[src/rtl/space_invaders_pkg.sv]
// Shared game constants, index widths, scheduler state encoding and the
// fire-reload arithmetic used by the enemy fire scheduler.
package space_invaders_pkg;

  localparam int LINHAS  = 4;
  localparam int COLUNAS = 10;

  localparam int COL_W = 4;
  localparam int ROW_W = 2;
  localparam int IDX_W = 6;

  typedef enum logic [1:0] {
    IDLE  = 2'd0,
    PICK  = 2'd1,
    SCAN  = 2'd2,
    ISSUE = 2'd3
  } fire_state_e;

  // max(base - speed*step, floor) in 24-bit unsigned; an underflowing
  // subtraction (product larger than base) also collapses to the floor.
  function automatic logic [23:0] reload_value(input logic [4:0]  speed,
                                               input logic [23:0] base,
                                               input logic [23:0] step,
                                               input logic [23:0] floor);
    logic [23:0] dec;
    logic [23:0] diff;
    dec  = 24'(speed) * step;
    diff = base - dec;
    if ((dec > base) || (diff < floor)) return floor;
    return diff;
  endfunction

endpackage

[src/rtl/lfsr16.sv]
// 16-bit Galois LFSR, advancing every clock outside reset; reusable source
// of game randomness.
module lfsr16 #(
  parameter logic [15:0] SEED = 16'hACE1,
  parameter logic [15:0] TAPS = 16'hB400
) (
  input  logic        clk,
  input  logic        reset,
  output logic [15:0] state
);

  always_ff @(posedge clk or posedge reset) begin
    if (reset) state <= SEED;
    else       state <= state[0] ? ((state >> 1) ^ TAPS) : (state >> 1);
  end

endmodule

[src/rtl/enemy_fire_scheduler.sv]
// Paces enemy shots with a speed-scaled reload counter, picks the lowest
// living alien starting from a random column, and offers it over valid/ready.
module enemy_fire_scheduler #(
  parameter int          LINHAS      = 4,
  parameter int          COLUNAS     = 10,
  parameter logic [23:0] FIRE_PERIOD = 24'd6_000_000,
  parameter logic [23:0] SPEED_STEP  = 24'd250_000,
  parameter logic [23:0] MIN_PERIOD  = 24'd1_000_000,
  parameter logic [15:0] LFSR_SEED   = 16'hACE1
) (
  input  logic                      clk,
  input  logic                      reset,
  input  logic                      enable,
  input  logic [LINHAS*COLUNAS-1:0] vivo_inimigo,
  input  logic [4:0]                speed_level,
  input  logic                      shot_busy,
  input  logic                      fire_ready,
  output logic                      fire_valid,
  output logic [3:0]                fire_col,
  output logic [1:0]                fire_row,
  output logic [5:0]                fire_idx,
  output logic                      no_target
);
  import space_invaders_pkg::*;

  localparam int TRY_W = COL_W + 1;

  fire_state_e        state_q, state_d;
  logic [23:0]        cnt_q, cnt_d;
  logic [COL_W-1:0]   col_q, col_d;
  logic [ROW_W-1:0]   row_q, row_d;
  logic [TRY_W-1:0]   tried_q, tried_d;
  logic               valid_d, no_target_d;
  logic [COL_W-1:0]   fcol_d;
  logic [ROW_W-1:0]   frow_d;
  logic [IDX_W-1:0]   fidx_d;

  logic [15:0]        lfsr;
  logic [COL_W:0]     lfsr_col;
  logic [COL_W-1:0]   cand_col;
  logic [IDX_W-1:0]   scan_idx;
  logic               scan_alive;
  logic               target_alive;
  logic [23:0]        reload;

  lfsr16 #(.SEED(LFSR_SEED)) u_lfsr (
    .clk   (clk),
    .reset (reset),
    .state (lfsr)
  );

  // Fold the 4-bit random nibble into 0..COLUNAS-1 with a single subtract.
  assign lfsr_col = {1'b0, lfsr[3:0]};
  assign cand_col = (lfsr_col < TRY_W'(COLUNAS)) ? lfsr[3:0]
                                                 : COL_W'(lfsr_col - TRY_W'(COLUNAS));

  assign scan_idx     = IDX_W'(row_q) * IDX_W'(COLUNAS) + IDX_W'(col_q);
  assign scan_alive   = vivo_inimigo[scan_idx];
  assign target_alive = vivo_inimigo[fire_idx];
  assign reload       = reload_value(speed_level, FIRE_PERIOD, SPEED_STEP, MIN_PERIOD);

  always_comb begin
    state_d     = state_q;
    cnt_d       = cnt_q;
    col_d       = col_q;
    row_d       = row_q;
    tried_d     = tried_q;
    valid_d     = fire_valid;
    fcol_d      = fire_col;
    frow_d      = fire_row;
    fidx_d      = fire_idx;
    no_target_d = 1'b0;

    if (!enable) begin
      state_d = IDLE;
      cnt_d   = reload;
      valid_d = 1'b0;
    end else begin
      unique case (state_q)
        // Expiry is taken on the 1->0 step so PICK coincides with the
        // counter reaching zero; a busy shot parks the counter at zero.
        IDLE: begin
          if (cnt_q <= 24'd1) begin
            cnt_d = '0;
            if (!shot_busy) state_d = PICK;
          end else begin
            cnt_d = cnt_q - 24'd1;
          end
        end
        PICK: begin
          col_d   = cand_col;
          row_d   = ROW_W'(LINHAS - 1);
          tried_d = '0;
          state_d = SCAN;
        end
        SCAN: begin
          if (scan_alive) begin
            state_d = ISSUE;
            valid_d = 1'b1;
            fcol_d  = col_q;
            frow_d  = row_q;
            fidx_d  = scan_idx;
          end else if (row_q != '0) begin
            row_d = row_q - ROW_W'(1);
          end else if (tried_q == TRY_W'(COLUNAS - 1)) begin
            no_target_d = 1'b1;
            cnt_d       = reload;
            state_d     = IDLE;
          end else begin
            col_d   = (col_q == COL_W'(COLUNAS - 1)) ? '0 : col_q + COL_W'(1);
            row_d   = ROW_W'(LINHAS - 1);
            tried_d = tried_q + TRY_W'(1);
          end
        end
        // A handshake in the same cycle the target dies still counts as fired.
        ISSUE: begin
          if ((fire_valid && fire_ready) || !target_alive) begin
            valid_d = 1'b0;
            cnt_d   = reload;
            state_d = IDLE;
          end
        end
        default: state_d = IDLE;
      endcase
    end
  end

  always_ff @(posedge clk or posedge reset) begin
    if (reset) begin
      state_q    <= IDLE;
      cnt_q      <= FIRE_PERIOD;
      col_q      <= '0;
      row_q      <= '0;
      tried_q    <= '0;
      fire_valid <= 1'b0;
      fire_col   <= '0;
      fire_row   <= '0;
      fire_idx   <= '0;
      no_target  <= 1'b0;
    end else begin
      state_q    <= state_d;
      cnt_q      <= cnt_d;
      col_q      <= col_d;
      row_q      <= row_d;
      tried_q    <= tried_d;
      fire_valid <= valid_d;
      fire_col   <= fcol_d;
      fire_row   <= frow_d;
      fire_idx   <= fidx_d;
      no_target  <= no_target_d;
    end
  end

endmodule
[config.mk]
export PLATFORM = sky130hd
export DESIGN_NAME = enemy_fire_scheduler
export DESIGN_NICKNAME = d
export VERILOG_FILES = /design/src/rtl/space_invaders_pkg.sv /design/src/rtl/lfsr16.sv /design/src/rtl/enemy_fire_scheduler.sv
export SDC_FILE = /design/constraint.sdc
export NUM_CORES = 1
export LEC_CHECK = 0
export CAP_MARGIN = 5
export CELL_PAD_IN_SITES_DETAIL_PLACEMENT = 0
export CELL_PAD_IN_SITES_GLOBAL_PLACEMENT = 1
export CORE_ASPECT_RATIO = 1.1
export CORE_MARGIN = 1
export CORE_UTILIZATION = 48
export DETAILED_ROUTE_END_ITERATION = 12
export GPL_TIMING_DRIVEN = 0
export PLACE_DENSITY = 0.94
export SLEW_MARGIN = 10
export SYNTH_ARGS = -nofsm -noshare
export SYNTH_HDL_FRONTEND = slang
export SYNTH_SLANG_ARGS = --single-unit
[constraint.sdc]
create_clock -name clk -period 7.02 [get_ports clk]
set_input_delay 0.702 -clock clk [delete_from_list [all_inputs] [get_ports clk]]
set_output_delay 0.702 -clock clk [all_outputs]
set_load 0.01 [all_outputs]
-- Word-level counts from Yosys, hierarchy flattened
Cells that the tools add are included.
- $lt $le $gt $ge: 6
- reductions and logical operators: 13
- equal/unequal tests: 20
- $add $sub $neg: 7
- multiply operators: 2
- mux-type cells: 46
- bitwise logic cells: 1
- operators by type and width (operator ; number):
    24-bit 2-to-1 mux ; 8
    24-bit one-hot mux with 3 select lines ; 1
    24-bit by 1-bit <= comparator with 1-bit output (second input constant) ; 1
    24-bit by 20-bit less-than comparator with 1-bit output (second input constant) ; 1
    3-bit != test (second input constant) ; 8
    23-bit by 23-bit subtractor with 24-bit output (first input constant) ; 1
    24-bit by 1-bit subtractor with 24-bit output (second input constant) ; 1
    23-bit greater-than comparator (second input constant) ; 1
    2-bit 2-to-1 mux ; 10
    4-bit 2-to-1 mux ; 5
    5-bit by 14-bit multiplier with 19-bit output (second input constant) ; 1
    16-bit 2-to-1 mux ; 1
    5-bit 2-to-1 mux ; 3
    5-bit AND reduction ; 3
    6-bit by 7-bit less-than comparator with 1-bit output (second input constant) ; 2
    1-bit binary-select mux with 6-bit select ; 2
    1-bit 2-to-1 mux ; 11
    5-bit one-hot mux with 2 select lines ; 1
    4-bit != test (second input constant) ; 2
    2-bit one-hot mux with 4 select lines ; 1
    4-bit one-hot mux with 2 select lines ; 1
    6-bit by 4-bit adder with 6-bit output ; 1
    2-bit != test (second input constant) ; 3
    3-bit AND reduction ; 2
    21 further kinds ; 24
- bits in registers: 67
- input port bits: 50
- logic and storage cells: 106
- output and inout bits: 14

-- Depth between registers and ports, before layout
Gate-level depths: netlist (run 1).
- depth in word-level cells: 11
- gate-level depth with buffers: 16
- gate-level depth less buffers: 15

-- Cells and area by module
Synthesis (run 1) repeated with hierarchy kept, for this count alone.
- cell total of the unflattened synthesis: 562
- area total of the unflattened synthesis: 5522.8 µm²
- modules (own cells, without submodules) (module ; area each (µm²) ; sequential area each (µm²) ; cells each ; instances):
    enemy_fire_scheduler ; 5082.4 ; 1263.7 ; 542 ; 1
    lfsr16 ; 440.4 ; 410.4 ; 20 ; 1

-- Worst setup path after synthesis (run 1)
Ideal clock, no wire load.
- path kind: in2reg
- from: in speed_level[2]
- to: reg cnt_q[12]
- required time: 6896 ps
- arrival: 4082 ps
- stages: 16
- library setup time: 124 ps
- setup slack: 2814 ps
- path buffers: 1
- cells stage by stage: ha_1 -> inv_1 -> fa_1 -> fa_1 -> inv_1 -> ha_1 -> or3_1 -> a21o_1 -> a21boi_0 -> o21bai_1 -> a21oi_1 -> xnor2_1 -> nand3_1 -> o21ai_2 -> buf_4 -> o21ai_1
- word-level cells in the longest chain between the ends: 11
- elaborated cells between the ends (all ways): 13
- those cells by class: add/sub (1); mul (1); order compare (2); mux (8); reduce/logical (1)
- RTL lines (element ; RTL line ; RTL):
    start, declared ; enemy_fire_scheduler.sv:15 ; input logic [4:0] speed_level,
    5-bit by 14-bit multiplier with 19-bit output * ; space_invaders_pkg.sv:27 ; dec = 24'(speed) * step;
    23-bit by 23-bit subtractor with 24-bit output ; space_invaders_pkg.sv:28 ; diff = base - dec;
    24-bit by 20-bit less-than comparator with 1-bit output ; space_invaders_pkg.sv:29 ; if ((dec > base) || (diff < floor)) return floor;
    1-bit logical OR ; space_invaders_pkg.sv:29 ;
    1-bit 2-to-1 mux ; space_invaders_pkg.sv:29 ;
    24-bit 2-to-1 mux * ; space_invaders_pkg.sv:30 ; return diff;
    24-bit 2-to-1 mux ; enemy_fire_scheduler.sv:105 ; end else if (tried_q == TRY_W'(COLUNAS - 1)) begin
    24-bit 2-to-1 mux ; enemy_fire_scheduler.sv:103 ; end else if (row_q != '0) begin
    24-bit 2-to-1 mux ; enemy_fire_scheduler.sv:97 ; if (scan_alive) begin
    24-bit one-hot mux with 3 select lines ; enemy_fire_scheduler.sv:79 ; unique case (state_q)
    24-bit 2-to-1 mux * ; enemy_fire_scheduler.sv:74 ; if (!enable) begin
    end signal, assigned ; enemy_fire_scheduler.sv:142 ; cnt_q <= cnt_d;
    end, declared ; enemy_fire_scheduler.sv:29 ; logic [23:0] cnt_q, cnt_d;
Every way passes the cells marked *; elsewhere a longest branch is shown, timed or not. The select of a mux whose other input is x is not followed.
A chain may end at the register's enable or synchronous reset.

-- Worst setup path in the final report (run 1)
Same ends and word-level chain as after synthesis.

==> out/metrics.yaml, run 1 <==
slowest_stage: "clkdlybuf4s50_1"
cp.arrival_ns: 5.38
status: "completed"
grt_pass1_wl_um: 21400
htreeDepth: 3
cap_violations: 0
tritoncts: "built"
antenna_found_initial: 0
ys_ff_latch: 66
ctsHoldBuffers: 0
vias: 4662
seq_area_frac_synth: 0.310
ctsResizeCount: 0
worstMarginPinSlew_ns: 0.795
synth_top_cell_area_share: 0.223
wire_per_inst_um: 16.4
syn_area_um2: 5390
cpPeakStageDelay_ns: 0.68
critPathMaxFanout: 10
p_clk_frac: 0.275
endpoint_kind: "flip-flop"
gp_congestion: 0.858
synth_area_per_cell_um2: 9.43
initialDrtViolationCount: 258
slew_headroom: 0.470
post_cts_buffers: 0
rsz0062_at_grt: "no"
ys_top_cells_by_area: "dfrtp_1 22%, mux4_2 9.2%, ha_1 8.8%, dfstp_2 8.8%, xnor2_1 3.7%"
grtUsageTotal: 0.233
start_util: 0.494
die_area_um2: 11700
hold_slack_ns: 0.353
power_switching_mw: 0.574
rows: 40
final_net_count: 741
cp_cell_sequence: "clkdlybuf4s50_1 -> ha_1 -> inv_1 -> fa_1 -> fa_1 -> inv_1 -> ha_1 -> or3_1 -> a21o_1 -> a21boi_0 -> o21bai_1 -> a21oi_1 -> xnor2_1 -> nand3_1 -> o21ai_2 -> buf_4 -> o21ai_1"
clk_path_buf_depth: 2
crit_family: "adder cells"
final_layout_size_suffix_gt1_frac: 0.135
die_y_um: 113
hold_class: "flip-flop to flip-flop"
finalSetupTns_ns: 0
syn-num-nets: 667
hold_viol_final: 0
numCtsBuffers: 9
wl_um: 13100
post-route-period-util: 0.736
cp-start-kind: "primary input"
ir_drop_uv: 161
path_clk_slew_ns: 0.06
cts_sinks: 66
comb_power_share: 0.381
crit_type: "primary input to flip-flop"
synth_edf_count: 0
crit_buf_inv: 4
fin_worst_skew_ns: 0.00804
report.final.slew_viol_count: 0
drc: 0
portBuffers: 63
setup_viol: 0
root_buffer: "clkbuf_16"
vias_per_cell: 5.84
fin_crit_ns: 5.17
grt_pass1_vias: 4557
dr.pass1.iters: 4
synthFlopType: "dfrtp_1"
power_density_nw_per_um2: 237
yosys.area.top_type: "dfrtp_1"
ys_warn_count: 0
antenna_left: 0
clk_latency_ns: 0.33
crit_required_ns: 7.23
core_um2: 10900
grt_overflow_total: 0
swShare: 0.372
grt_max_degree: 67
syn_inst: 572
p_int_mw: 0.967
area_growth_pct: 20.4
place_hpwl_um: 10200
num_antenna_cells: 0
sequentialPowerShare: 0.344
chipWidth_um: 103
clock.fmax_mhz: 194
fillers: 971
ios: 64
synth_cell_types: 65
p_leak_nw: 2.64
ys_async_sr_fraction: 1.00
==> registers in the layout (all words and copies together) (netlist names) <==
signal,cells
u_lfsr.state,16
state_q,2
fire_idx,5
cnt_q,24
row_q,2
tried_q,5
fire_valid,1
fire_row,2
fire_col,4
col_q,4
no_target,1
==> per-layer routing <==
layer | GRT usage | vias up | share of wire
li1 | - | 2263 | -
met3 | 0.0321 | 24 | 0.029
met1 | 0.284 | 2283 | 0.42
met2 | 0.416 | 92 | 0.53
met4 | 0.0808 | 0 | 0.020
met5 | 0 | - | 0
==> cell families (layout without fill, tap and decap cells) <==
group / Yosys count / in the layout / share of synthesized area
AO/OA/AOI/OAI: 154 / 154 / 0.183
XOR/XNOR: 37 / 37 / 0.0601
adder cells (fa/ha/maj): 45 / 45 / 0.114
buffers and inverters: 54 / 133 / 0.0411
flip-flops: 66 / 66 / 0.310
multiplexers: 41 / 41 / 0.130
AND/OR/NAND/NOR: 175 / 175 / 0.161
==> cells in the mapped netlist (7+ instances only) <==
cell type	count
mux2_2	12
or3_1	7
mux2i_1	7
mux4_2	22
nor2_1	48
inv_1	29
dfrtp_1	48
clkbuf_1	13
fa_1	7
nor4_1	8
o31ai_1	7
dfstp_2	18
nor3_1	17
a21oi_1	40
o21ai_1	15
xor2_1	14
xnor2_1	23
nand3_1	13
nor2b_1	10
nand4_1	7
o21ai_0	38
nand2_1	37
ha_1	38
==> per-stage QoR <==
| step | setup slack (ns) | power (mW) | util | instances | cell area (um^2) |
|---|---|---|---|---|---|
| 4_1_cts | 1.84 | 1.54 | 0.595 | 798 | 6490 |
| 6_report | 1.85 | 1.54 | 0.595 | 798 | 6490 |
| 3_3_place_gp | 1.61 | 1.10 | 0.569 | 782 | 6210 |
| 5_1_grt | 1.56 | 1.65 | 0.595 | 798 | 6490 |
| 2_1_floorplan | 2.81 | 0.963 | - | 572 | 5390 |
| 3_5_place_dp | 1.52 | 1.12 | 0.569 | 782 | 6210 |
==> layout by cell type, fill, tap and decap left out, types with 6 or more instances in the layout <==
master	n
clkdlybuf4s50_1	63
nor3_1	17
xnor2_1	23
mux2_2	12
o21ai_0	38
clkbuf_1	13
o31ai_1	7
mux2i_1	7
nand2_1	37
dfrtp_1	48
nand2b_1	6
a21oi_1	40
inv_1	28
nand3_1	13
or3_1	7
nor2b_1	10
and2_1	6
nand4_1	7
ha_1	38
clkbuf_16	9
mux4_2	22
fa_1	7
xor2_1	14
nor4_1	8
nor2_1	48
dfstp_2	18
o21ai_1	15
buf_2	6
==> path summary, 6_finish.rpt <==
kind	cells after the start	end	slack, ns	from
worst max-delay path	17	cnt_q[12]	1.85	speed_level[2]
worst min-delay path	0	u_lfsr.state[11]	0.35	u_lfsr.state[12]
worst max register to register	11	cnt_q[14]	3.03	col_q[1]
worst min register to register	0	u_lfsr.state[11]	0.35	u_lfsr.state[12]
max in group asynchronous	2	state_q[0]	5.62	reset
min in group asynchronous	2	tried_q[2]	0.88	reset
==> area by class of cell <==
type / count / area [um^2] / share of cell area
tap: 147 / 184 / 0.0283
clock inverter: 7 / 58.8 / 0.00905
clock buffer: 9 / 225 / 0.0347
inverter: 29 / 111 / 0.0171
timing repair buffer: 63 / 631 / 0.0971
sequential: 66 / 1670 / 0.258
buffer: 25 / 113 / 0.0173
multi-input combinational: 452 / 3500 / 0.539
==> power by group through the flow <==
stage	combinational, mW	clock (mW)	sequential [mW]
finish	0.588	0.423	0.530
global route	0.661	0.448	0.539
CTS	0.589	0.428	0.527
detailed placement	0.584	0	0.533
global placement	0.570	0	0.528
floorplan	0.449	0	0.515
No activity file was read; power rests on OpenSTA's default activity.
==> run 2, diff against run 1 <==
--- a/config.mk
+++ b/config.mk
@@ -10,10 +10,10 @@
 export CELL_PAD_IN_SITES_GLOBAL_PLACEMENT = 1
 export CORE_ASPECT_RATIO = 1.1
 export CORE_MARGIN = 1
-export CORE_UTILIZATION = 48
+export CORE_UTILIZATION = 40
 export DETAILED_ROUTE_END_ITERATION = 12
 export GPL_TIMING_DRIVEN = 0
-export PLACE_DENSITY = 0.94
+export PLACE_DENSITY = 0.85
 export SLEW_MARGIN = 10
 export SYNTH_ARGS = -nofsm -noshare
 export SYNTH_HDL_FRONTEND = slang
==> constraint.sdc (replaced) <==
create_clock -name clk -period 4.75 [get_ports clk]
set_input_delay 0.475 -clock clk [delete_from_list [all_inputs] [get_ports clk]]
set_output_delay 0.475 -clock clk [all_outputs]
set_load 0.01 [all_outputs]
==> out/metrics.yaml, run 2 (synthesized netlist as in run 1, its figures left out) <==
status: "completed"
gp_congestion: 0.862
grt_pass1_wl_um: 21800
finalPower_mw: 2.29
regMostFlops: "cnt_q"
die_area_um2: 14000
ir_drop_uv: 165
cpPeakStageDelay_ns: 0.64
final_common_cell: "clkdlybuf4s50_1"
wl_um: 12900
numCtsBuffers: 9
rsz0062_at_grt: "no"
hold_class: "flip-flop to flip-flop"
slew_headroom: 0.469
setup_viol: 0
clk_latency_ns: 0.33
p_leak_nw: 2.67
whs_path_depth: 0
fin_cells: 812
worstMarginPinSlew_ns: 0.797
final_core_utilization: 0.498
hold_viol_final: 0
grt_max_degree: 67
vias: 4643
grt_overflow_total: 0
cap_violations: 0
area_growth_pct: 21.5
multiInputGateArea_um2: 3540
dr.pass1.iters: 5
crit_buf_inv: 2
endpoint_kind: "flip-flop"
vias_per_cell: 5.72
largest_reg_flops: 24
crit_top_cell: "ha_1"
clock.fmax_mhz: 220
path_clk_slew_ns: 0.06
place_inst: 796
final_net_count: 741
die_y_um: 124
chipWidth_um: 113
reg2regPathDepth: 11
report.final.slew_viol_count: 0
rows: 44
fin_worst_skew_ns: 0.00968
r2r_slack_ns: 0.82
ios: 64
num_antenna_cells: 0
ctsHoldBuffers: 0
power_density_nw_per_um2: 349
regArea_um2: 1670
clk_path_buf_depth: 2
root_buffer: "clkbuf_16"
cp.arrival_ns: 4.76
initialDrtViolationCount: 356
grtUsageTotal: 0.195
top_regs: "cnt_q (24), u_lfsr.state (16)"
htreeDepth: 3
dp_slack_ns: -0.569
drc: 0
crit_family: "adder cells"
antenna_left: 0
cp_num_cells: 15
fin_ws_ns: 0.209
crit_required_ns: 4.97
antenna_found_initial: 0
fin_crit_ns: 4.54
slowest_stage: "clkdlybuf4s50_1"
post-route-period-util: 0.956
fillers: 1220
finalSetupTns_ns: 0
place_hpwl_um: 10000
grt_pass1_vias: 4599
final_layout_size_suffix_gt1_frac: 0.141
portBuffers: 63
cp-start-kind: "primary input"
core_um2: 13200
start_util: 0.410
cts_sinks: 66
cp_cell_sequence: "clkdlybuf4s50_1 -> ha_1 -> ha_1 -> fa_1 -> ha_1 -> a21oi_1 -> o31ai_2 -> xnor2_1 -> nor3_1 -> a21oi_1 -> xnor2_1 -> a2111oi_2 -> o21ai_2 -> buf_4 -> o21a_1"
tritoncts: "built"
mostFrequentLayoutCells: "60 x clkdlybuf4s50_1, 48 x nor2_1, 48 x dfrtp_1, 40 x a21oi_1, 38 x ha_1"
critPathMaxFanout: 10
crit_type: "primary input to flip-flop"
wire_per_inst_um: 15.9
-- run 2: final cells by class --
| cell class | count | area share |
|---|---|---|
| buffer | 25 | 0.0172 |
| inverter | 29 | 0.0170 |
| sequential | 66 | 0.255 |
| clock buffer | 9 | 0.0344 |
| clock inverter | 7 | 0.00916 |
| timing repair buffer | 63 | 0.0968 |
| multi-input combinational | 452 | 0.539 |
| tap | 161 | 0.0307 |
-- run 2: worst register-to-register path, delay by kind of cell, from the launching register on --
| kind | cells | cell delay (ns) |
|---|---|---|
| AO/OA/AOI/OAI | 5 | 0.96 |
| adder cells (fa/ha/maj) | 1 | 0.37 |
| buffers and inverters | 2 | 0.81 |
| flip-flops | 1 | 0.47 |
| multiplexers | 3 | 1.21 |
-- run 2: worst paths after layout --
path                                       from          endpoint
worst max-delay path             speed_level[4]          cnt_q[6]
worst min-delay path            u_lfsr.state[8]   u_lfsr.state[7]
worst max register to register         col_q[1]         cnt_q[14]
worst min register to register  u_lfsr.state[8]   u_lfsr.state[7]
max in group asynchronous                 reset         cnt_q[13]
min in group asynchronous                 reset  u_lfsr.state[12]
-- run 2: power breakdown --
part	internal, mW	total (mW)	switching, mW	leakage, nW
logic	0.395	0.886	0.492	1.71
registers	0.681	0.780	0.0993	0.826
clock network	0.361	0.625	0.264	0.137
-- run 2: metrics by stage --
step           hold slack (ns)  cell area [um^2]
2_1_floorplan            0.331              5390
3_3_place_gp             0.337              6230
3_5_place_dp             0.338              6230
4_1_cts                  0.355              6540
5_1_grt                  0.361              6560
6_report                 0.351              6560
-- run 2: timing repair --
action	in CTS	in global routing
pin swaps	0	0
setup endpoints to repair	14	12
resized for setup	5	5
hold endpoints to repair	0	0
buffers inserted	0	0
-- run 2: layer usage --
layer	track usage	up-vias	part of all wire
li1	-	2264	-
met1	0.236	2272	0.43
met2	0.352	90	0.52
met3	0.0389	17	0.034
met4	0.0583	0	0.012
met5	0	-	0
==> run 3, diff against run 2 <==
--- a/config.mk
+++ b/config.mk
@@ -11,6 +11,7 @@
 export CORE_ASPECT_RATIO = 1.1
 export CORE_MARGIN = 1
 export CORE_UTILIZATION = 40
+export CTS_CLUSTER_DIAMETER = 150
 export DETAILED_ROUTE_END_ITERATION = 12
 export GPL_TIMING_DRIVEN = 0
 export PLACE_DENSITY = 0.85
==> results of run 3 <==
Same layout as run 2: the final DEF is identical, and so are final timing and power.
